<file path="src/rtl/tmds_encoder_pkg.sv">
// Shared HDMI constants: TMDS control tokens, disparity width, 720p line timing,
// and the stage-1 transition-minimising helper.
package tmds_encoder_pkg;

  localparam int CNT_W = 5;

  localparam logic [9:0] TOK_C00 = 10'b1101010100;
  localparam logic [9:0] TOK_C01 = 10'b0010101011;
  localparam logic [9:0] TOK_C10 = 10'b0101010100;
  localparam logic [9:0] TOK_C11 = 10'b1010101011;

  // 1280x720@60 horizontal timing (front porch + sync + back porch = blanking)
  localparam int H_ACTIVE = 1280;
  localparam int H_FRONT  = 110;
  localparam int H_SYNC   = 40;
  localparam int H_BACK   = 220;
  localparam int H_BLANK  = H_FRONT + H_SYNC + H_BACK;
  localparam int H_TOTAL  = H_ACTIVE + H_BLANK;

  function automatic logic [8:0] tmds_qm(input logic [7:0] d, input logic use_xnor);
    logic [8:0] q;
    q    = 9'd0;
    q[0] = d[0];
    for (int i = 1; i < 8; i++) begin
      q[i] = use_xnor ? ~(q[i-1] ^ d[i]) : (q[i-1] ^ d[i]);
    end
    q[8] = ~use_xnor;
    return q;
  endfunction

  function automatic logic [9:0] control_token(input logic [1:0] c);
    logic [9:0] t;
    case (c)
      2'b00:   t = TOK_C00;
      2'b01:   t = TOK_C01;
      2'b10:   t = TOK_C10;
      2'b11:   t = TOK_C11;
      default: t = TOK_C00;
    endcase
    return t;
  endfunction

endpackage

</file>
<file path="src/rtl/tmds_encoder_popcount8.sv">
// Combinational count of ones in an 8-bit word.
module tmds_popcount8 (
  input  logic [7:0] a,
  output logic [3:0] ones
);

  always_comb begin
    ones = 4'd0;
    for (int i = 0; i < 8; i++) begin
      ones = ones + {3'd0, a[i]};
    end
  end

endmodule

</file>
<file path="src/rtl/tmds_encoder.sv">
// DVI 1.0 TMDS 8b/10b encoder: input register, q_m stage, DC-balancing output stage.
import tmds_encoder_pkg::*;

module tmds_encoder (
  input  logic       clk,
  input  logic       rst,
  input  logic       de,
  input  logic [7:0] din,
  input  logic       c0,
  input  logic       c1,
  output logic [9:0] dout
);

  logic                    de0_q, de0_d;
  logic [7:0]              din0_q, din0_d;
  logic [1:0]              ctl0_q, ctl0_d;
  logic [8:0]              qm1_q, qm1_d;
  logic                    de1_q, de1_d;
  logic [1:0]              ctl1_q, ctl1_d;
  logic [9:0]              dout_q, dout_d;
  logic signed [CNT_W-1:0] cnt_q, cnt_d;

  logic [3:0]              n1_din;
  logic [3:0]              n1_qm;
  logic                    use_xnor;
  logic signed [CNT_W-1:0] n1_s, n0_s, balance_s, qm8_x2_s, not_qm8_x2_s;

  tmds_popcount8 u_pop_din (.a(din0_q),      .ones(n1_din));
  tmds_popcount8 u_pop_qm  (.a(qm1_q[7:0]),  .ones(n1_qm));

  always_comb begin
    de0_d  = de;
    din0_d = din;
    ctl0_d = {c1, c0};

    use_xnor = (n1_din > 4'd4) || ((n1_din == 4'd4) && (din0_q[0] == 1'b0));
    qm1_d    = tmds_qm(din0_q, use_xnor);
    de1_d    = de0_q;
    ctl1_d   = ctl0_q;

    n1_s         = $signed({1'b0, n1_qm});
    n0_s         = 5'sd8 - n1_s;
    balance_s    = n1_s - n0_s;
    qm8_x2_s     = qm1_q[8] ? 5'sd2 : 5'sd0;
    not_qm8_x2_s = qm1_q[8] ? 5'sd0 : 5'sd2;

    // Disparity stays within -8..+8, so 5-bit signed sums never wrap
    if (!de1_q) begin
      dout_d = control_token(ctl1_q);
      cnt_d  = 5'sd0;
    end else if ((cnt_q == 5'sd0) || (balance_s == 5'sd0)) begin
      if (qm1_q[8]) begin
        dout_d = {2'b01, qm1_q[7:0]};
        cnt_d  = cnt_q + balance_s;
      end else begin
        dout_d = {2'b10, ~qm1_q[7:0]};
        cnt_d  = cnt_q - balance_s;
      end
    end else if (((cnt_q > 5'sd0) && (balance_s > 5'sd0)) ||
                 ((cnt_q < 5'sd0) && (balance_s < 5'sd0))) begin
      dout_d = {1'b1, qm1_q[8], ~qm1_q[7:0]};
      cnt_d  = cnt_q + qm8_x2_s - balance_s;
    end else begin
      dout_d = {1'b0, qm1_q[8], qm1_q[7:0]};
      cnt_d  = cnt_q + balance_s - not_qm8_x2_s;
    end
  end

  always_ff @(posedge clk or posedge rst) begin
    if (rst) begin
      de0_q  <= 1'b0;
      din0_q <= 8'd0;
      ctl0_q <= 2'd0;
      qm1_q  <= 9'd0;
      de1_q  <= 1'b0;
      ctl1_q <= 2'd0;
      dout_q <= 10'd0;
      cnt_q  <= 5'sd0;
    end else begin
      de0_q  <= de0_d;
      din0_q <= din0_d;
      ctl0_q <= ctl0_d;
      qm1_q  <= qm1_d;
      de1_q  <= de1_d;
      ctl1_q <= ctl1_d;
      dout_q <= dout_d;
      cnt_q  <= cnt_d;
    end
  end

  assign dout = dout_q;

endmodule
</file>
<file path="config.mk">
export PLATFORM = sky130hd
export DESIGN_NAME = tmds_encoder
export DESIGN_NICKNAME = d
export VERILOG_FILES = /design/src/rtl/tmds_encoder_pkg.sv /design/src/rtl/tmds_encoder_popcount8.sv /design/src/rtl/tmds_encoder.sv
export SDC_FILE = /design/constraint.sdc
export NUM_CORES = 1
export LEC_CHECK = 0
export CAP_MARGIN = 5
export CORE_UTILIZATION = 37
export CTS_BUF_LIST = sky130_fd_sc_hd__clkbuf_4 sky130_fd_sc_hd__clkbuf_8
export DETAILED_ROUTE_END_ITERATION = 8
export PLACE_DENSITY_LB_ADDON = 0.2
export SLEW_MARGIN = 40
export SYNTH_ARGS = -nofsm -noshare
export SYNTH_HDL_FRONTEND = slang
export SYNTH_HIERARCHICAL = 1
export SYNTH_SLANG_ARGS = --single-unit
export TNS_END_PERCENT = 30
</file>
<file path="constraint.sdc">
create_clock -name clk -period 7.7 [get_ports clk]
set_input_delay 1.54 -clock clk [delete_from_list [all_inputs] [get_ports clk]]
set_output_delay 1.54 -clock clk [all_outputs]
set_load 0.005 [all_outputs]
</file>
-- Word-level counts from Yosys, hierarchy flattened
Index checks and enable logic that the tools add are counted.
- input bits: 13
- output and inout port bits: 10
- logic and storage cells: 82
- bits in registers: 38
- $lt $le $gt $ge: 5
- multiplexer cells: 18
- reductions and logical operators: 9
- bitwise operators: 17
- $add $sub $neg: 21
- equality and inequality tests: 4
- operators by type and width (kind ; number):
    adder 4 x 1 -> 4 bit ; 12
    2-to-1 mux 10 bit ; 4
    one-hot mux 10 bit (4 select lines) ; 1
    2-to-1 mux 5 bit ; 4
    subtractor 5 bit ; 3
    greater-than comparator 5 x 1 -> 1 bit, second input constant ; 2
    zero test 5 bit ; 2
    < comparator 5 x 1 -> 1 bit, second input constant ; 2
    inverter 1 bit ; 9
    inverter 8 bit ; 1
    2-to-1 mux 1 bit ; 7
    bitwise XOR 1 bit ; 7
    adder 5 x 3 -> 5 bit ; 1
    adder 5 bit ; 1
    subtractor 4 x 4 -> 5 bit, first input constant ; 1
    subtractor 5 x 3 -> 5 bit ; 1
    adder 1 x 1 -> 2 bit ; 2
    == test 2 bit, second input constant ; 2
    == test 4 x 3 -> 1 bit, second input constant ; 1
    greater-than comparator 4 x 3 -> 1 bit, second input constant ; 1
    2-to-1 mux 2 bit ; 2
    logical AND 1 bit ; 3
    logical OR 1 bit ; 3
    == test 2 x 1 -> 1 bit, second input constant ; 1
    zero test 2 bit ; 1

-- Logic depth before layout (Yosys ltp)
Gate-level depths: netlist (run 1).
- depth after elaboration: 29
- gate-level depth with buffers: 18
- gate-level depth less buffers: 18

-- Modules after synthesis
Netlist (run 1), hierarchy kept.
- by module, submodules not included (module ; sequential area each (um^2) ; cells an instance ; area each (um^2) ; times used):
    tmds_encoder ; 925.9 ; 177 ; 2043.2 ; 1
    tmds_popcount8 ; 0.0 ; 24 ; 190.2 ; 2

-- Least setup slack after synthesis (run 1)
OpenSTA, ideal clock, no wires.
- path kind: register -> register
- start point: register qm1_q[0]
- end point: register cnt_q[4]
- clock period less this slack: 4358 ps
- path buffers: 0
- slack: 3342 ps
- cell stages (with the launch flop): 19
- data arrival time: 4254 ps
- data required time: 7596 ps
- path through: dfrtp_1 -> inv_1 -> fa_1 -> fa_1 -> fa_1 -> inv_1 -> ha_1 -> inv_1 -> fa_1 -> inv_1 -> inv_1 -> ha_1 -> inv_1 -> fa_1 -> inv_1 -> a221oi_1 -> xnor2_1 -> o21a_1 -> a221oi_1
- longest elaborated chain between the ends: 15
- elaborated cells between the ends (all ways): 24
- classes of those cells: add/sub (13); order compare (2); mux (4); reduce/logical (5)
- RTL lines (what ; RTL line ; source):
    start: declaration ; tmds_encoder.sv:17 ; logic [8:0] qm1_q, qm1_d;
    start signal: assignment ; tmds_encoder.sv:83 ; qm1_q <= qm1_d;
    adder 1 x 1 -> 2 bit * ; tmds_encoder_popcount8.sv:10 ; ones = ones + {3'd0, a[i]};
    adder 4 x 1 -> 4 bit * (6 in a row) ; tmds_encoder_popcount8.sv:10 ;
    net n1_qm[1] ; tmds_encoder.sv:24 ; logic [3:0] n1_qm;
    subtractor 4 x 4 -> 5 bit ; tmds_encoder.sv:42 ; n0_s = 5'sd8 - n1_s;
    subtractor 5 bit * ; tmds_encoder.sv:43 ; balance_s = n1_s - n0_s;
    parallel branches: the longest is 4 deep, another holds adder 5 bit ; -- ;
    2-to-1 mux 5 bit * ; tmds_encoder.sv:51 ; end else if ((cnt_q == 5'sd0) || (balance_s == 5'sd0)) begin
    2-to-1 mux 5 bit * ; tmds_encoder.sv:48 ; if (!de1_q) begin
    net cnt_d[4] ; tmds_encoder.sv:21 ; logic signed [CNT_W-1:0] cnt_q, cnt_d;
    end signal: assignment ; tmds_encoder.sv:87 ; cnt_q <= cnt_d;
    end: declaration ; tmds_encoder.sv:21 ;
Mark *: on every way through the listed nets, which the timed path passes.

-- Worst setup path after layout (run 1)
Ends and elaborated chain as after synthesis.

==> out/results.txt, run 1 <==
status -> complete, no violations
CTS tree -> yes
fraction of layout cells with a size suffix above 1 -> 0.107
Fin Clk Skew -> 0.0130 ns
Final ANT Viol Nets -> 0
met3 routed WL -> 104 um
ranking of synthesized cells by area -> dfrtp_1, ha_1, fa_1
Clock Path Buffers -> 2
reg2reg end -> cnt_q[4]
Area Growth Syn to Fin -> 18.2%
metal2 WL -> 2030 um
Max Fclk -> 219 MHz
Worst Setup SP -> qm1_q[0]
Starting Density -> 0.382
count leader, synth -> inv_1
drt first-iter violations -> 33
H-tree depth -> 2
Hold Crit Class -> reg -> reg
post-CTS setup buffers -> 0
highest metal used -> met4
FF-to-FF Start -> qm1_q[0]
Crit. End Element -> flop
largest fanout on the critical path -> 4
Final GP Congestion -> 0.772
Main synth FF type -> dfrtp_1
cts hold-fix bufs -> 0
cts bufs inserted -> 5
Post-synth EDFFs -> 0
Storage cell area -> 926 sq um
Worst setup SP type -> flop
fill cell count -> 591
GR Util All Layers -> 0.139
first drt pass iteration count -> 4
Root Driver -> clkbuf_8
R2R setup slack -> 3.14 ns
final setup violation count -> 0
Avg WL per Cell -> 12.8 um
final hold vios -> 0
Seq cells post-synth -> 37
IO Port Bufs -> 22
clock net sink count -> 37
Max-slew headroom -> 0.614
RSZ-0062 raised after global routing -> false
final worst path period need -> 4.56 ns
vias in the first global route -> 1575
Core Box Area -> 6350 sq um
Ports -> 23
area of the multi-input gates -> 1300 sq um
Avg Inst Size Synth -> 10.8 sq um
FP Rows -> 29
Reg2Reg Depth -> 18
Die Ht -> 82.9 um
first-pass GRT wire length -> 7490 um
synthesized cell area -> 2420 sq um
M1 WL -> 2030 um
CTS clk-pin slew, worst paths -> 0.09 ns
syn nets -> 272
n_diodes -> 0
Synth area leader -> dfrtp_1
final wirelength -> 4240 um
Synth top area share -> 0.382
initial antenna violation count -> 0
post-synthesis cell type count -> 42
Setup crit end -> cnt_q[4]
Via density -> 4.67
Synth Warn # -> 6
die area -> 6880 sq um
# Max-Cap Violations -> 0
pin count of the biggest net entering global routing -> 38
Worst EP arrival -> 4.77 ns
Fin Setup TNS -> 0 ns
WP data required -> 7.90 ns
DR vias -> 1541
worst-margin pin slew -> 0.575 ns
Die X-Extent -> 82.9 um
hpwl dp -> 3340 um
total gr overflow -> 0
Layout Nets -> 299
Clock Latency Late Sink -> 0.29 ns
Post-synth ARST share -> 1.00
DRC violations left -> 0
Slew Viols, Final -> 0
Synth top cells by count -> inv_1, dfrtp_1, ha_1, xnor2_1
CTS resizes -> 0
Final Cycle Share -> 0.593
Seq/Total Area, Yosys -> 0.382
Post-Syn Instances -> 225
Crit Path Category -> reg -> reg
==> worst max-delay path, cell delays in order (launching register included) <==
cell and delay (ns):
dfrtp_1 0.36, inv_1 0.06, fa_1 0.54, fa_1 0.43, fa_1 0.43, inv_1 0.06, ha_1 0.15, inv_1 0.05
fa_1 0.48, inv_1 0.09, inv_1 0.11, ha_1 0.20, inv_1 0.07, fa_1 0.53, inv_1 0.05, a221oi_1 0.34
xnor2_1 0.12, o21a_1 0.17, a221oi_1 0.22
==> cell usage in the layout, fill, tap and decap left out, types with 2 or more instances in the layout <==
master,instances
o21ai_0,12
dfrtp_1,37
xnor2_1,14
or3_2,7
and2_2,2
clkdlybuf4s50_1,22
bufinv_16,2
nand2b_1,2
fa_1,12
clkbuf_8,5
a221oi_1,2
xor2_1,7
a31oi_1,9
ha_1,22
nor2b_1,3
o211a_1,3
nand2_1,3
nor3_1,2
a21oi_1,4
o22ai_1,2
inv_1,48
nor2_1,8
o21a_1,3
xor2_2,2
==> how the worst min path moves through the flow <==
stage,cells after the start,startpoint,to,slack (ns)
floorplan,0,ctl0_q[0],ctl1_q[0],0.33
global placement,0,ctl0_q[1],ctl1_q[1],0.33
detailed placement,0,ctl0_q[1],ctl1_q[1],0.34
CTS,0,de0_q,de1_q,0.36
global route,0,ctl0_q[0],ctl1_q[0],0.37
finish,0,de0_q,de1_q,0.36
==> logic make-up (layout without fill, tap and decap cells) <==
kind of cell	after synthesis	count (layout)	synth area share
flip-flops	37	37	0.382
AND/OR/NAND/NOR	34	34	0.0909
XOR/XNOR	24	24	0.0960
adder cells (fa/ha/maj)	34	34	0.213
multiplexers	1	1	0.00413
AO/OA/AOI/OAI	44	44	0.132
buffers and inverters	51	79	0.0826
==> routing by layer <==
metal | vias to the layer above | track usage
li1 | 777 | -
met1 | 736 | 0.181
met2 | 21 | 0.224
met3 | 7 | 0.0298
met4 | 0 | 0.0564
met5 | - | 0
==> through the flow <==
stage	utilization	worst slack [ns]	hold WS, ns	instance area, sq um	cells
floorplan	-	3.34	0.331	2420	225
global placement	0.430	3.24	0.333	2730	322
detailed placement	0.430	3.13	0.336	2730	322
CTS	0.451	3.12	0.357	2870	330
global route	0.451	2.85	0.374	2870	330
finish	0.451	3.14	0.356	2870	330
==> state kept, by name (all words and copies together), names as in the netlist <==
| name | count |
|---|---|
| cnt_q | 4 |
| de0_q | 1 |
| de1_q | 1 |
| din0_q | 8 |
| ctl1_q | 2 |
| qm1_q | 9 |
| ctl0_q | 2 |
| dout | 10 |
==> cell type report <==
class / instances / area share
clock buffers: 5 / 0.0240
clock inverters: 3 / 0.0240
inverters: 48 / 0.0629
multi-input cells: 137 / 0.453
flip-flops and latches: 37 / 0.323
well taps: 77 / 0.0336
repair buffers: 23 / 0.0795
Power of run 1 is not shown: default switching activity piles up to over one toggle a cycle in this logic, so the estimate is an artifact.
==> inputs of run 2 (changes only) <==
Clock period 7.7 ns to 4.6 ns, I/O delays scaled along.
==> run 2 against run 1 <==
Critical endpoint unchanged. Clock skew decreased by 0.0023 ns. Via count increased by 3.8%. Critical path depth unchanged. Core utilization increased by 0.45 points. Non-clock buffer count increased by 4.
==> out/results.txt, run 2 (synthesis results as in run 1) <==
first-pass GRT wire length -> 7300 um (was 7490 um)
final setup violation count -> 0 (unchanged)
Cell Area, Placed -> 2750 sq um (was 2730 sq um)
Die Ht -> 82.9 um (unchanged)
Post-Layout Inst Area -> 2890 sq um (was 2870 sq um)
Layout Nets -> 303 (was 299)
crit path max-delay cell type -> fa_1 (unchanged)
final wirelength -> 4240 um (unchanged)
GR Util All Layers -> 0.135 (was 0.139)
clock net sink count -> 37 (unchanged)
vias in the first global route -> 1571 (was 1575)
pin count of the biggest net entering global routing -> 38 (unchanged)
H-tree depth -> 2 (unchanged)
Clock Path Buffers -> 2 (unchanged)
CP dominant cell by count -> fa_1 (was inv_1)
Final Util -> 0.456 (was 0.451)
Hold Crit Class -> reg -> reg (unchanged)
cts hold-fix bufs -> 0 (unchanged)
total gr overflow -> 0 (unchanged)
most frequent cells in the layout -> inv_1, dfrtp_1, clkdlybuf4s50_1 (was inv_1, dfrtp_1, ha_1, clkdlybuf4s50_1, xnor2_1)
WP data required -> 4.80 ns (was 7.90 ns)
Worst setup SP type -> flop (unchanged)
Via density -> 4.79 (was 4.67)
worst-margin pin slew -> 0.560 ns (was 0.575 ns)
Core Box Area -> 6350 sq um (unchanged)
Starting Density -> 0.382 (unchanged)
commonest non-fill, non-tap cell in the layout -> inv_1 (unchanged)
Worst EP arrival -> 4.58 ns (was 4.77 ns)
final worst path period need -> 4.37 ns (was 4.56 ns)
largest fanout on the critical path -> 3 (was 4)
CTS clk-pin slew, worst paths -> 0.08 ns (was 0.09 ns)
Final Cycle Share -> 0.951 (was 0.593)
Root Driver -> clkbuf_8 (unchanged)
DR vias -> 1600 (was 1541)
cts bufs inserted -> 5 (unchanged)
Max Fclk -> 229 MHz (was 219 MHz)
# Max-Cap Violations -> 0 (unchanged)
final hold vios -> 0 (unchanged)
DRC violations left -> 0 (unchanged)
fraction of layout cells with a size suffix above 1 -> 0.152 (was 0.107)
status -> complete, no violations (unchanged)
FP Rows -> 29 (unchanged)
Fin Clk Skew -> 0.0107 ns (was 0.0130 ns)
IO Port Bufs -> 22 (unchanged)
Area Growth Syn to Fin -> 19.4% (was 18.2%)
n_diodes -> 0 (unchanged)
die area -> 6880 sq um (unchanged)
Final ANT Viol Nets -> 0 (unchanged)
drt first-iter violations -> 55 (was 33)
Die X-Extent -> 82.9 um (unchanged)
Buf+Inv Stages, Crit Path -> 6 (was 7)
Slew Viols, Final -> 0 (unchanged)
Crit Path Category -> reg -> reg (unchanged)
Avg WL per Cell -> 12.7 um (was 12.8 um)
first drt pass iteration count -> 4 (unchanged)
Crit. End Element -> flop (unchanged)
CTS tree -> yes (unchanged)
Clock Latency Late Sink -> 0.29 ns (about the same)
hpwl dp -> 3330 um (was 3340 um)
Ports -> 23 (unchanged)
initial antenna violation count -> 0 (unchanged)
Final GP Congestion -> 0.823 (was 0.772)
CP max stage delay -> 0.59 ns (was 0.54 ns)
crit-path cells -> inv_2 -> fa_1 -> fa_1 -> fa_1 -> inv_1 -> ha_2 -> inv_1 -> fa_1 -> inv_2 -> inv_4 -> ha_4 -> inv_1 -> fa_1 -> nor2_1 -> a221oi_2 -> xnor2_1 -> o21a_1 -> a221oi_2 (was inv_1 -> fa_1 -> fa_1 -> fa_1 -> inv_1 -> ha_1 -> inv_1 -> fa_1 -> inv_1 -> inv_1 -> ha_1 -> inv_1 -> fa_1 -> inv_1 -> a221oi_1 -> xnor2_1 -> o21a_1 -> a221oi_1)
Largest register FFs -> 10 (unchanged)
largest delay contributor family on the critical path -> adder cells (unchanged)
Max-slew headroom -> 0.624 (was 0.614)
run 2: layer usage:
metal  global-route usage  vias up  routed length, um
met4               0.0533        0                 27
met2                0.228       23               2190
met1                0.167      778               1910
met3               0.0318        2                102
li1                     -      797                  -
met5                    0        -                  0
run 2: metrics by stage:
step	hold WS [ns]	setup slack, ns	instances	setup TNS [ns]
floorplan	0.331	0.242	225	0
global placement	0.334	0.204	325	0
detailed placement	0.336	0.0677	325	0
CTS	0.355	0.0672	333	0
global route	0.360	-0.0152	334	-0.0293
finish	0.353	0.226	334	0
run 2: layout make-up:
| class | count | area (sq um) |
|---|---|---|
| tap | 77 | 96.3 |
| sequential | 37 | 926 |
| multi-input combinational | 137 | 1330 |
| timing repair buffer | 27 | 270 |
| inverter | 48 | 183 |
| clock buffer | 5 | 68.8 |
| clock inverter | 3 | 25.0 |
| fill | 594 | 3460 |
run 2: path summary, 6_finish.rpt:
check / startpoint / endpoint / slack (ns) / cells past startpoint
setup / recovery: qm1_q[0] / cnt_q[4] / 0.23 / 18
hold / removal: ctl0_q[0] / ctl1_q[0] / 0.35 / 0
setup reg to reg: qm1_q[0] / cnt_q[4] / 0.23 / 18
hold reg to reg: ctl0_q[0] / ctl1_q[0] / 0.35 / 0
max in group asynchronous: rst / dout[4] / 3.24 / 3
min in group asynchronous: rst / din0_q[5] / 1.02 / 3
run 2: timing repair:
item	4_1_cts	5_1_grt
endpoints found under the setup margin	0	7
buffers inserted	0	1
resized for setup	0	10
Power of run 2 is left out for the same reason.
==> inputs of run 3 (changes only) <==
Settings changed: SETUP_SLACK_MARGIN set to 0.02.
==> run 3 against run 2 <==
Critical path type unchanged. Fmax down 0.11%. Global-route usage is the same. Register-to-register slack about the same. Highest routed layer unchanged.
==> out/results.txt, run 3 (synthesis results as in run 1) <==
Final Cycle Share -> 0.952 (was 0.951)
fraction of layout cells with a size suffix above 1 -> 0.156 (was 0.152)
drt first-iter violations -> 53 (was 55)
Max-slew headroom -> 0.624 (about the same)
clock net sink count -> 37 (unchanged)
DRC violations left -> 0 (unchanged)
RSZ-0062 raised after global routing -> true
hpwl dp -> 3330 um (unchanged)
Core Box Area -> 6350 sq um (unchanged)
initial antenna violation count -> 0 (unchanged)
vias in the first global route -> 1571 (unchanged)
Ports -> 23 (unchanged)
final wirelength -> 4260 um (was 4240 um)
Setup crit end -> cnt_q[4] (unchanged)
Crit. End Element -> flop (unchanged)
Largest register FFs -> 10 (unchanged)
CTS tree -> yes (unchanged)
Final ANT Viol Nets -> 0 (unchanged)
largest fanout on the critical path -> 3 (unchanged)
reg2reg end -> cnt_q[4] (unchanged)
Worst EP arrival -> 4.59 ns (was 4.58 ns)
CTS clk-pin slew, worst paths -> 0.08 ns (about the same)
Root Driver -> clkbuf_8 (unchanged)
first drt pass iteration count -> 4 (unchanged)
Final GP Congestion -> 0.823 (unchanged)
Starting Density -> 0.382 (unchanged)
Worst Setup SP -> qm1_q[0] (unchanged)
hold_ws -> 0.353 ns (about the same)
Area Growth Syn to Fin -> 19.5% (was 19.4%)
Slew Viols, Final -> 0 (unchanged)
status -> complete, no violations (unchanged)
H-tree depth -> 2 (unchanged)
cts hold-fix bufs -> 0 (unchanged)
Reg2Reg Depth -> 18 (unchanged)
most frequent cells in the layout -> inv_1, dfrtp_1, clkdlybuf4s50_1 (unchanged)
Die Ht -> 82.9 um (unchanged)
pin count of the biggest net entering global routing -> 38 (unchanged)
final worst path period need -> 4.38 ns (was 4.37 ns)
Worst setup SP type -> flop (unchanged)
worst-margin pin slew -> 0.564 ns (was 0.560 ns)
hold path depth -> 0 (unchanged)
Fin Setup TNS -> 0 ns (unchanged)
die area -> 6880 sq um (unchanged)
Max Fclk -> 228 MHz (was 229 MHz)
Crit Path Category -> reg -> reg (unchanged)
Clock Latency Late Sink -> 0.29 ns (about the same)
R2R setup slack -> 0.22 ns (was 0.23 ns)
Layout Nets -> 303 (unchanged)
final setup violation count -> 0 (unchanged)
total gr overflow -> 0 (unchanged)
n_diodes -> 0 (unchanged)
DR vias -> 1598 (was 1600)
GR Util All Layers -> 0.135 (unchanged)
# Max-Cap Violations -> 0 (unchanged)
final hold vios -> 0 (unchanged)
commonest non-fill, non-tap cell in the layout -> inv_1 (unchanged)
FP Rows -> 29 (unchanged)
Die X-Extent -> 82.9 um (unchanged)
cts bufs inserted -> 5 (unchanged)
WP data required -> 4.81 ns (was 4.80 ns)
Hold Crit Class -> reg -> reg (unchanged)
FF-to-FF Start -> qm1_q[0] (unchanged)
Avg WL per Cell -> 12.7 um (about the same)
Fin Clk Skew -> 0.0126 ns (was 0.0107 ns)
first-pass GRT wire length -> 7300 um (unchanged)
IO Port Bufs -> 22 (unchanged)
Clock Path Buffers -> 2 (unchanged)
Via density -> 4.78 (was 4.79)
## run 3: cell counts in the layout (fill, tap and decap cells not counted)
No cell type changed its count.
## run 3: critical path, cell delays in order, from the launching register on
cell	delay (ns)
dfrtp_1	0.37
inv_2	0.05
fa_1	0.54
fa_1	0.43
fa_1	0.44
inv_1	0.07
ha_2	0.17
inv_1	0.05
fa_1	0.49
inv_2	0.05
inv_4	0.06
ha_4	0.13
inv_1	0.06
fa_1	0.59
nor2_1	0.08
a221oi_2	0.26
xnor2_1	0.10
o21a_1	0.18
a221oi_2	0.20
## run 3: how the worst min path moves through the flow
stage               from         to
6_report       ctl0_q[0]  ctl1_q[0]
5_1_grt        ctl0_q[1]  ctl1_q[1]
4_1_cts        ctl0_q[0]  ctl1_q[0]
3_5_place_dp   ctl0_q[0]  ctl1_q[0]
3_3_place_gp   ctl0_q[0]  ctl1_q[0]
2_1_floorplan  ctl0_q[0]  ctl1_q[0]
## run 3: area by class of cell
type                    count  area [sq um]
repair buffers             27           270
multi-input cells         137          1330
clock buffers               5          68.8
well taps                  77          96.3
inverters                  48           183
fillers                   593          3450
flip-flops and latches     37           926
clock inverters             3          25.0
## run 3: per-layer routing
layer  track usage  part of all wire
met2         0.228              0.52
met3        0.0318             0.027
met1         0.167              0.45
met5             0                 0
met4        0.0533            0.0056
## run 3: what timing repair did
| action | 4_1_cts | 5_1_grt |
|---|---|---|
| buffers inserted | 0 | 1 |
| resized for setup | 0 | 11 |
| endpoints found under the setup margin | 0 | 9 |
## run 3: per-stage QoR
step	setup slack (ns)	util	cells	cell area, sq um
finish	0.221	0.456	334	2900
global route	0.0197	0.456	334	2900
CTS	0.0672	0.448	333	2840
detailed placement	0.0677	0.433	325	2750
global placement	0.204	0.433	325	2750
floorplan	0.242	-	225	2420
Power of run 3 is left out for the same reason.
